**src/rtl/unidad_busqueda.sv**
```systemverilog
// unidad_busqueda: instruction fetch stage feeding the control unit.
//
// Holds the program counter, fetches 32-bit words through a req/ack
// instruction-memory handshake and presents the latched instruction plus its
// decoded op/f3/f7 fields. Once an instruction is consumed (not stalled), the
// next PC is either pc+4 or the branch target chosen by the control unit.
//
// Ports:
//   clk, reset                  clock (rising edge), synchronous active-high reset
//   imem_req, imem_addr         fetch request and address (= pc)
//   imem_ack, imem_rdata        memory acceptance and same-cycle instruction word
//   pcSrc, pc_target            branch decision and target from UC / datapath
//   stall                       downstream cannot consume the current instruction
//   inst_valid, instr, op, f3, f7, pc_actual, pc_mas4   delivered instruction
//   error_alin, error_timeout   sticky error flags (cleared only by reset)
//   num_instr                   consumed-instruction counter (CONTADOR_INSTR_EN only)
//
// Optional feature: define CONTADOR_INSTR_EN to add the num_instr output.

module unidad_busqueda #(
  parameter int                   ANCHO_DIR  = 32,
  parameter logic [ANCHO_DIR-1:0] PC_RESET   = '0,
  parameter int                   MAX_ESPERA = 15
) (
  input  logic                 clk,
  input  logic                 reset,
  output logic                 imem_req,
  output logic [ANCHO_DIR-1:0] imem_addr,
  input  logic                 imem_ack,
  input  logic [31:0]          imem_rdata,
  input  logic                 pcSrc,
  input  logic [ANCHO_DIR-1:0] pc_target,
  input  logic                 stall,
  output logic                 inst_valid,
  output logic [31:0]          instr,
  output logic [6:0]           op,
  output logic [2:0]           f3,
  output logic                 f7,
  output logic [ANCHO_DIR-1:0] pc_actual,
  output logic [ANCHO_DIR-1:0] pc_mas4,
`ifdef CONTADOR_INSTR_EN
  output logic [31:0]          num_instr,
`endif
  output logic                 error_alin,
  output logic                 error_timeout
);

  localparam int CW = $clog2(MAX_ESPERA + 1);

  typedef enum logic [1:0] {
    PEDIR     = 2'd0,
    REINTENTO = 2'd1,
    ENTREGAR  = 2'd2
  } estado_t;

  estado_t              estado_q;
  logic [ANCHO_DIR-1:0] pc_q;
  logic [ANCHO_DIR-1:0] pc_d;
  logic [ANCHO_DIR-1:0] pc_actual_q;
  logic [31:0]          instr_q;
  logic                 valid_q;
  logic [CW-1:0]        cnt_q;
  logic                 err_alin_q;
  logic                 err_to_q;
  logic                 alin_mal_s;
`ifdef CONTADOR_INSTR_EN
  logic [31:0]          num_instr_q;
`endif

  // Next PC after consumption: aligned branch target or sequential pc+4 (wraps).
  always_comb begin
    pc_d       = pc_q + ANCHO_DIR'(32'd4);
    alin_mal_s = 1'b0;
    if (pcSrc) begin
      pc_d       = {pc_target[ANCHO_DIR-1:2], 2'b00};
      alin_mal_s = (pc_target[1:0] != 2'b00);
    end else begin
      pc_d       = pc_q + ANCHO_DIR'(32'd4);
      alin_mal_s = 1'b0;
    end
  end

  // Fetch FSM with all stage state and delivered outputs registered.
  always_ff @(posedge clk) begin
    if (reset) begin
      estado_q    <= PEDIR;
      pc_q        <= PC_RESET;
      pc_actual_q <= PC_RESET;
      instr_q     <= 32'd0;
      valid_q     <= 1'b0;
      cnt_q       <= '0;
      err_alin_q  <= 1'b0;
      err_to_q    <= 1'b0;
`ifdef CONTADOR_INSTR_EN
      num_instr_q <= 32'd0;
`endif
    end else begin
      case (estado_q)
        PEDIR: begin
          if (imem_ack) begin
            instr_q     <= imem_rdata;
            pc_actual_q <= pc_q;
            valid_q     <= 1'b1;
            cnt_q       <= '0;
            estado_q    <= ENTREGAR;
          end else if (cnt_q == CW'(MAX_ESPERA - 1)) begin
            // The request has been up for MAX_ESPERA cycles: drop it for a
            // cycle and ask again for the same address.
            err_to_q <= 1'b1;
            cnt_q    <= '0;
            estado_q <= REINTENTO;
          end else begin
            cnt_q <= cnt_q + CW'(1);
          end
        end
        REINTENTO: begin
          estado_q <= PEDIR;
        end
        ENTREGAR: begin
          // pcSrc/pc_target only matter on the consuming cycle.
          if (!stall) begin
            pc_q     <= pc_d;
            valid_q  <= 1'b0;
            estado_q <= PEDIR;
            if (alin_mal_s) begin
              err_alin_q <= 1'b1;
            end
`ifdef CONTADOR_INSTR_EN
            num_instr_q <= num_instr_q + 32'd1;
`endif
          end
        end
        default: begin
          estado_q <= PEDIR;
          valid_q  <= 1'b0;
          cnt_q    <= '0;
        end
      endcase
    end
  end

  assign imem_req      = (estado_q == PEDIR);
  assign imem_addr     = pc_q;
  assign inst_valid    = valid_q;
  assign instr         = instr_q;
  assign op            = instr_q[6:0];
  assign f3            = instr_q[14:12];
  assign f7            = instr_q[30];
  assign pc_actual     = pc_actual_q;
  assign pc_mas4       = pc_actual_q + ANCHO_DIR'(32'd4);
  assign error_alin    = err_alin_q;
  assign error_timeout = err_to_q;
`ifdef CONTADOR_INSTR_EN
  assign num_instr     = num_instr_q;
`endif

endmodule

```
**config.mk**
```make
export PLATFORM = sky130hd
export DESIGN_NAME = unidad_busqueda
export DESIGN_NICKNAME = d
export VERILOG_FILES = /design/src/rtl/unidad_busqueda.sv
export SDC_FILE = /design/constraint.sdc
export NUM_CORES = 1
export LEC_CHECK = 0
export CORE_UTILIZATION = 40
export DETAILED_ROUTE_END_ITERATION = 7
export PLACE_DENSITY = 0.78
export SLEW_MARGIN = 10
export SYNTH_ARGS = -nofsm -noshare
export SYNTH_HDL_FRONTEND = slang
export SYNTH_SLANG_ARGS = --single-unit
```
**constraint.sdc**
```tcl
create_clock -name clk -period 1.88 [get_ports clk]
set_input_delay 0.282 -clock clk [delete_from_list [all_inputs] [get_ports clk]]
set_output_delay 0.282 -clock clk [all_outputs]
set_load 0.03 [all_outputs]
```
==> results of run 1 <==
[worst paths after layout]
kind	startpoint	endpoint	slack [ns]
hold / removal	reset	imem_addr[20]	0.38
hold reg to reg	instr[15]	instr[15]	0.46
setup / recovery	pc_actual[3]	pc_mas4[19]	-0.51
setup reg to reg	imem_addr[8]	imem_addr[21]	0.06
[sequential cells by signal, summed over array words and instances (netlist names)]
signal,cells
instr,32
cnt_q,4
pc_actual,30
estado_q,2
error_timeout,1
inst_valid,1
error_alin,1
imem_addr,30
[power by group]
group | internal, mW | total, mW | switching, mW
clock network | 1.19 | 2.01 | 0.816
registers | 2.22 | 2.32 | 0.105
logic | 0.535 | 1.21 | 0.671
[per-stage QoR]
step                hold slack, ns  utilization (%)  cells
floorplan                   0.4180                -    694
global placement            0.4418            64.82   1095
detailed placement          0.4462            64.82   1095
CTS                         0.3953            68.75   1120
global route                0.4065            70.15   1124
finish                      0.3845            70.15   1124
[cells by family (layout without fill, tap and decap cells)]
| kind of cell | count (synthesis) | in the layout |
|---|---|---|
| mux | 4 | 4 |
| xor+xnor | 31 | 31 |
| fa+ha+maj | 7 | 7 |
| other cells | 1 | 6 |
| buf+inv | 76 | 334 |
| simple gates | 317 | 317 |
| compound gates | 152 | 152 |
| flops | 101 | 101 |
[layout by cell type, fill, tap and decap left out, types with 5 or more instances in the layout]
master and n:
sky130_fd_sc_hd__and2_1 6, sky130_fd_sc_hd__xnor2_1 7, sky130_fd_sc_hd__and3_1 12, sky130_fd_sc_hd__clkdlybuf4s50_1 160, sky130_fd_sc_hd__a211oi_1 8, sky130_fd_sc_hd__nor2_1 26
sky130_fd_sc_hd__and4_1 6, sky130_fd_sc_hd__xnor2_4 5, sky130_fd_sc_hd__a31oi_1 5, sky130_fd_sc_hd__a21oi_1 82, sky130_fd_sc_hd__dfxtp_1 69, sky130_fd_sc_hd__o21ai_0 15
sky130_fd_sc_hd__nor3_1 12, sky130_fd_sc_hd__ha_1 5, sky130_fd_sc_hd__conb_1 6, sky130_fd_sc_hd__nor4_1 6, sky130_fd_sc_hd__dlygate4sd2_1 5, sky130_fd_sc_hd__buf_6 26
sky130_fd_sc_hd__dfxtp_2 9, sky130_fd_sc_hd__dlymetal6s2s_1 12, sky130_fd_sc_hd__dfxtp_4 23, sky130_fd_sc_hd__xor2_2 6, sky130_fd_sc_hd__nand3_1 22, sky130_fd_sc_hd__buf_4 95
sky130_fd_sc_hd__nand2_1 151, sky130_fd_sc_hd__nand4_1 24, sky130_fd_sc_hd__inv_1 12, sky130_fd_sc_hd__xnor2_2 10, sky130_fd_sc_hd__clkbuf_16 10
[worst reg2reg max path, delay by kind of cell, from the launching register on]
family	cells	cell delay [ns]
flip-flops	1	0.39
AO/OA/AOI/OAI	1	0.26
AND/OR/NAND/NOR	3	1.06
[timing repair]
action                                  in CTS  in global routing
pin swaps                                   11                 17
buffers inserted                             9                  5
endpoints found under the setup margin      31                 55
resized for setup                           43                 45
[area by class of cell]
cell class | instances | area [sq um]
Clock buffer | 13 | 281.5
Tap cell | 172 | 215.2
Clock inverter | 3 | 47.55
Fill cell | 1001 | 3797
Timing Repair Buffer | 305 | 2903
Multi-Input combinational cell | 517 | 3309
Inverter | 13 | 48.80
Sequential cell | 101 | 2120
[per-layer routing]
layer	vias up	share of wire (%)	track usage (%)
met5	-	0	0
met4	0	2.7	10.38
met3	45	8.3	7.473
met2	275	51	46.71
met1	2885	39	30.54
li1	2930	-	-
==> impl_metrics.py, run 1 <==
metrics = {
    "clock_network": {
        "clk-insertion-delay-late_ns": 0.35,
        "cts.sink_count": 101,
        "htreeDepth": 3,
        "cts_made_buffers": 9,
        "cts_root_buf": "sky130_fd_sc_hd__clkbuf_16",
        "clk_transition_reported_paths_ns": 0.07,
        "cts_tree": "done",
        "cts.path.max_buffers": 2,
        "ctsHoldBuffers": 0,
    },
    "yosys": {
        "post_synth_instance_area_sq_um": 5261,
        "synth_area_leaders": "sky130_fd_sc_hd__dfxtp_1, sky130_fd_sc_hd__nand2_1, sky130_fd_sc_hd__a21oi_1",
        "synth_top_flop_cell": "sky130_fd_sc_hd__dfxtp_1",
        "postSynthCellCount": 689,
        "synth-simple-area-share_pct": 29.35,
        "synth_edf_count": 0,
        "share_of_the_synthesized_area_in_compound_gates_ao_oa_aoi_oai_pct": 17.69,
        "synthDominantAreaCellType": "sky130_fd_sc_hd__dfxtp_1",
        "async_flop_share_pct": 0,
        "synth_sequential_area_ratio_pct": 38.43,
        "synth-adder-area-share_pct": 1.665,
        "netlist.area_leader.share_pct": 38.43,
        "syn_area_per_cell_sq_um": 7.636,
        "synthMuxAreaShare_pct": 0.7848,
        "synth.distinct_cells": 64,
        "yosysWarningCount": 0,
        "largest_family_of_logic_cells_by_synthesized_area": "simple AND/OR/NAND/NOR gates",
        "most_frequent_cell_after_synthesis": "sky130_fd_sc_hd__nand2_1",
        "yosys-top-cells-count": "sky130_fd_sc_hd__nand2_1, sky130_fd_sc_hd__dfxtp_1, sky130_fd_sc_hd__a21oi_1",
        "synth_seq_cells": 101,
        "synth_xor_area_share_pct": 5.161,
    },
    "route": {
        "length_of_the_first_detailed_routing_pass_in_iterations": 5,
        "routed_wire_length_per_instance_microns": 17.08,
        "num_vias": 6135,
        "drc_errors": 0,
        "drt-vias-per-instance": 5.458,
        "drt_wl_total_microns": 19200,
        "drt_first_iter_violations": 500,
        "antenna_violating_nets_post_route": 0,
    },
    "critical_path": {
        "worstSetupPathDepth": 5,
        "cpMostUsedCell": "sky130_fd_sc_hd__nand4_1",
        "path_class": "reg -> out",
        "timing.critical_path.max_delay_family": "simple AND/OR/NAND/NOR gates",
        "cp-end-kind": "primary output",
        "crit_chain": "nand4_1, nor4_4, nand4_1, xnor2_4, buf_6",
        "data_required_critical_path_ns": 1.60,
        "crit_path_start_kind": "flop",
        "number_of_buffer_and_inverter_instances_along_the_worst_setup_path": 1,
        "critical_path_arrival_ns": 2.11,
        "cp_slowest_stage_delay_ns": 0.42,
        "rr_worst_depth": 4,
        "crit_slowest_cell": "sky130_fd_sc_hd__nor4_4",
        "critical_path_peak_fanout": 4,
    },
    "global_route": {
        "grt_antenna_before_repair": 0,
        "grt_overflow": 0,
        "grt_max_degree": 35,
        "grt_pass1_wl_microns": 28420,
        "grt_pass1_vias": 5727,
        "groute.usage.overall_pct": 26.60,
    },
    "timing": {
        "post-route-worst-setup-slack_ns": -0.5114,
        "final_total_negative_setup_slack_ns": -7.539,
        "timing.final.crit_period_ns": 2.391,
        "fin_worst_skew_ns": 0.008520,
        "final_report_hold_violation_count": 0,
        "final_max_slew_viol_count": 0,
        "setup_viol": 23,
        "rsz0062_at_grt": "yes",
        "fmaxAchievable_mhz": 418.2,
        "layout_worst_path_cycle_share_pct": 127.2,
    },
    "min_path": {
        "hold_class": "in -> reg",
        "worst_hold_path_cells": 4,
    },
    "cells_and_area": {
        "num_antenna_cells": 0,
        "area_growth_syn_to_layout_pct": 69.63,
        "final_layout_size_suffix_gt1_share_pct": 24.68,
        "finalNetCount": 1023,
        "final_design_area_no_fill_sq_um": 8925,
    },
    "placement": {
        "pre_cts_slack_ns": -0.08724,
        "dpl.hpwl_microns": 13500,
        "gp_congestion": 0.8701,
        "io_buffer_count": 205,
        "placement.cell_area_sq_um": 8247,
    },
    "run_status": {
        "violations": "setup timing",
        "run_status": "complete, but fails checks",
    },
    "floorplanning": {
        "die_area_sq_um": 13620,
        "core_area_sq_um": 12720,
        "floorplan.initialDensity_pct": 41.36,
        "floorplan.io_pins": 212,
        "fp-row-count": 41,
        "fp.dieW_microns": 116.7,
        "floorplan.die.height_microns": 116.7,
    },
    "power_and_ir_drop": {
        "worst_ir_drop_vdd_mv": 0.4854,
        "cell_pwr_density_nw_per_um2": 620.4,
        "total_power_mw": 5.537,
        "total_leakage_power_nw": 3.688,
    },
    "run": {
        "maxCapViolCount": 0,
    },
}
No activity file was read; power rests on OpenSTA's default activity.
==> run 2, diff against run 1 <==
--- a/config.mk
+++ b/config.mk
@@ -8,6 +8,7 @@
 export CORE_UTILIZATION = 40
 export DETAILED_ROUTE_END_ITERATION = 7
 export PLACE_DENSITY = 0.78
+export SKIP_CTS_REPAIR_TIMING = 1
 export SLEW_MARGIN = 10
 export SYNTH_ARGS = -nofsm -noshare
 export SYNTH_HDL_FRONTEND = slang
==> run 2 against run 1 <==
  * The run still ends with setup timing left
  * Routed wire length is 3.5% lower
  * Critical path depth rose by 1
  * Hold slack improved by 0.0021 ns
  * Non-clock buffer count is 7 lower
  * Register-to-register slack about the same
  * Setup slack gained 0.11 ns
  * Total power about the same
  * Clock skew grew 0.00062 ns
  * Fmax rose by 5.0%
  * Clock-buffer cell count is the same
  * Critical endpoint is now pc_mas4[31]
  * Highest routed layer unchanged
==> impl_metrics.py, run 2 (synthesized netlist as in run 1, its figures left out) <==
metrics = {
    "route": {
        "length_of_the_first_detailed_routing_pass_in_iterations": 5,
        "drt_wl_total_microns": 18530,
        "num_vias": 6081,
        "drt_first_iter_violations": 400,
        "routed_wire_length_per_instance_microns": 16.59,
        "antenna_violating_nets_post_route": 0,
        "drt-vias-per-instance": 5.444,
        "drc_errors": 0,
    },
    "clock_network": {
        "cts.path.max_buffers": 2,
        "htreeDepth": 3,
        "cts.sink_count": 101,
        "cts_made_buffers": 9,
        "clk-insertion-delay-late_ns": 0.35,
        "clk_transition_reported_paths_ns": 0.07,
        "cts_tree": "done",
        "cts_root_buf": "sky130_fd_sc_hd__clkbuf_16",
    },
    "timing": {
        "rsz0062_at_grt": "yes",
        "setup_viol": 22,
        "fin_worst_skew_ns": 0.009138,
        "final_report_hold_violation_count": 0,
        "max_slew_headroom_at_the_worst_pin_pct": 66.84,
        "final_total_negative_setup_slack_ns": -6.948,
        "timing.final.crit_period_ns": 2.278,
        "worstMarginPinSlew_ns": 0.4936,
        "final_max_slew_viol_count": 0,
        "layout_worst_path_cycle_share_pct": 121.2,
        "fmaxAchievable_mhz": 439.0,
        "post-route-worst-setup-slack_ns": -0.3980,
    },
    "global_route": {
        "grt_pass1_wl_microns": 27400,
        "grt_max_degree": 35,
        "grt_pass1_vias": 5597,
        "grt_overflow": 0,
        "groute.usage.overall_pct": 25.59,
        "grt_antenna_before_repair": 0,
    },
    "placement": {
        "dpl.cell_count": 1095,
        "dpl.hpwl_microns": 13500,
        "io_buffer_count": 205,
        "pre_cts_slack_ns": -0.08724,
        "gp_congestion": 0.8701,
    },
    "run_status": {
        "run_status": "complete, but fails checks",
        "violations": "setup timing",
    },
    "floorplanning": {
        "core_area_sq_um": 12720,
        "fp.dieW_microns": 116.7,
        "die_area_sq_um": 13620,
        "floorplan.io_pins": 212,
        "floorplan.die.height_microns": 116.7,
        "fp-row-count": 41,
        "floorplan.initialDensity_pct": 41.36,
    },
    "critical_path": {
        "critical_path_peak_fanout": 4,
        "path_class": "reg -> out",
        "data_required_critical_path_ns": 1.60,
        "critical_path_arrival_ns": 2.00,
        "cp-end-kind": "primary output",
        "crit_path_start_kind": "flop",
    },
    "run": {
        "maxCapViolCount": 0,
    },
    "cells_and_area": {
        "finalNetCount": 1016,
        "layout_common_cells": "sky130_fd_sc_hd__clkdlybuf4s50_1, sky130_fd_sc_hd__nand2_1, sky130_fd_sc_hd__buf_4, sky130_fd_sc_hd__a21oi_1, sky130_fd_sc_hd__dfxtp_1",
        "area_growth_syn_to_layout_pct": 67.32,
        "final_layout_size_suffix_gt1_share_pct": 23.17,
        "final-instance-count-excl-fill": 1117,
        "mostFrequentLayoutCell": "sky130_fd_sc_hd__clkdlybuf4s50_1",
        "largest_register_ffs": 32,
        "num_antenna_cells": 0,
    },
    "power_and_ir_drop": {
        "total_power_mw": 5.536,
        "total_leakage_power_nw": 3.616,
        "cell_pwr_density_nw_per_um2": 628.8,
        "worst_ir_drop_vdd_mv": 0.4797,
    },
    "min_path": {
        "hold_class": "in -> reg",
    },
}
-- run 2: cell types whose count changed in the layout (fill, tap and decap cells not counted), sizes merged --
cell / delta
clkdlybuf4s50: +5
dlymetal6s2s: +1
clkdlybuf4s15: -1
dlygate4sd2: -5
clkbuf: +1
buf: -8
-- run 2: final timing paths --
path / from / endpoint / slack [ns] / depth (start not counted)
max: pc_actual[4] / pc_mas4[31] / -0.40 / 6
min reg2reg: instr[15] / instr[15] / 0.46 / 2
max reg2reg: imem_addr[8] / imem_addr[21] / 0.07 / 4
min: reset / imem_addr[20] / 0.39 / 4
-- run 2: layout make-up --
type	count	area, sq um
Clock buffer	13	281.5
Clock inverter	3	47.55
Fill cell	1024	3919
Inverter	13	48.80
Multi-Input combinational cell	517	3272
Sequential cell	101	2120
Tap cell	172	215.2
Timing Repair Buffer	298	2819
-- run 2: where the power goes --
| group | internal (mW) | switching [mW] | total (mW) |
|---|---|---|---|
| sequential | 2.22 | 0.104 | 2.32 |
| clock | 1.19 | 0.814 | 2.01 |
| combinational | 0.536 | 0.670 | 1.21 |
-- run 2: layer usage --
metal,up-vias,wire length (microns),GRT usage [%]
li1,2922,-,-
met1,2838,7296,30.31
met2,280,9205,44.54
met3,41,1542,6.694
met4,0,488,9.198
met5,-,0,0
-- run 2: critical path, stage by stage, from the launching register on --
cell and delay, ns:
sky130_fd_sc_hd__dfxtp_4 0.35, sky130_fd_sc_hd__nand4_1 0.18, sky130_fd_sc_hd__buf_4 0.21, sky130_fd_sc_hd__or3_4 0.40, sky130_fd_sc_hd__nor4_4 0.18, sky130_fd_sc_hd__xor2_2 0.18
sky130_fd_sc_hd__buf_6 0.15
-- run 2: through the flow --
step                      hold slack, ns  cell area [sq um]  utilization (%)
after detailed placement          0.4462               8247            64.82
after global placement            0.4418               8247            64.82
after floorplan                   0.4180               5653                -
after global routing              0.4065               8803            69.20
final                             0.3866               8803            69.20
after CTS                         0.3953               8576            67.41
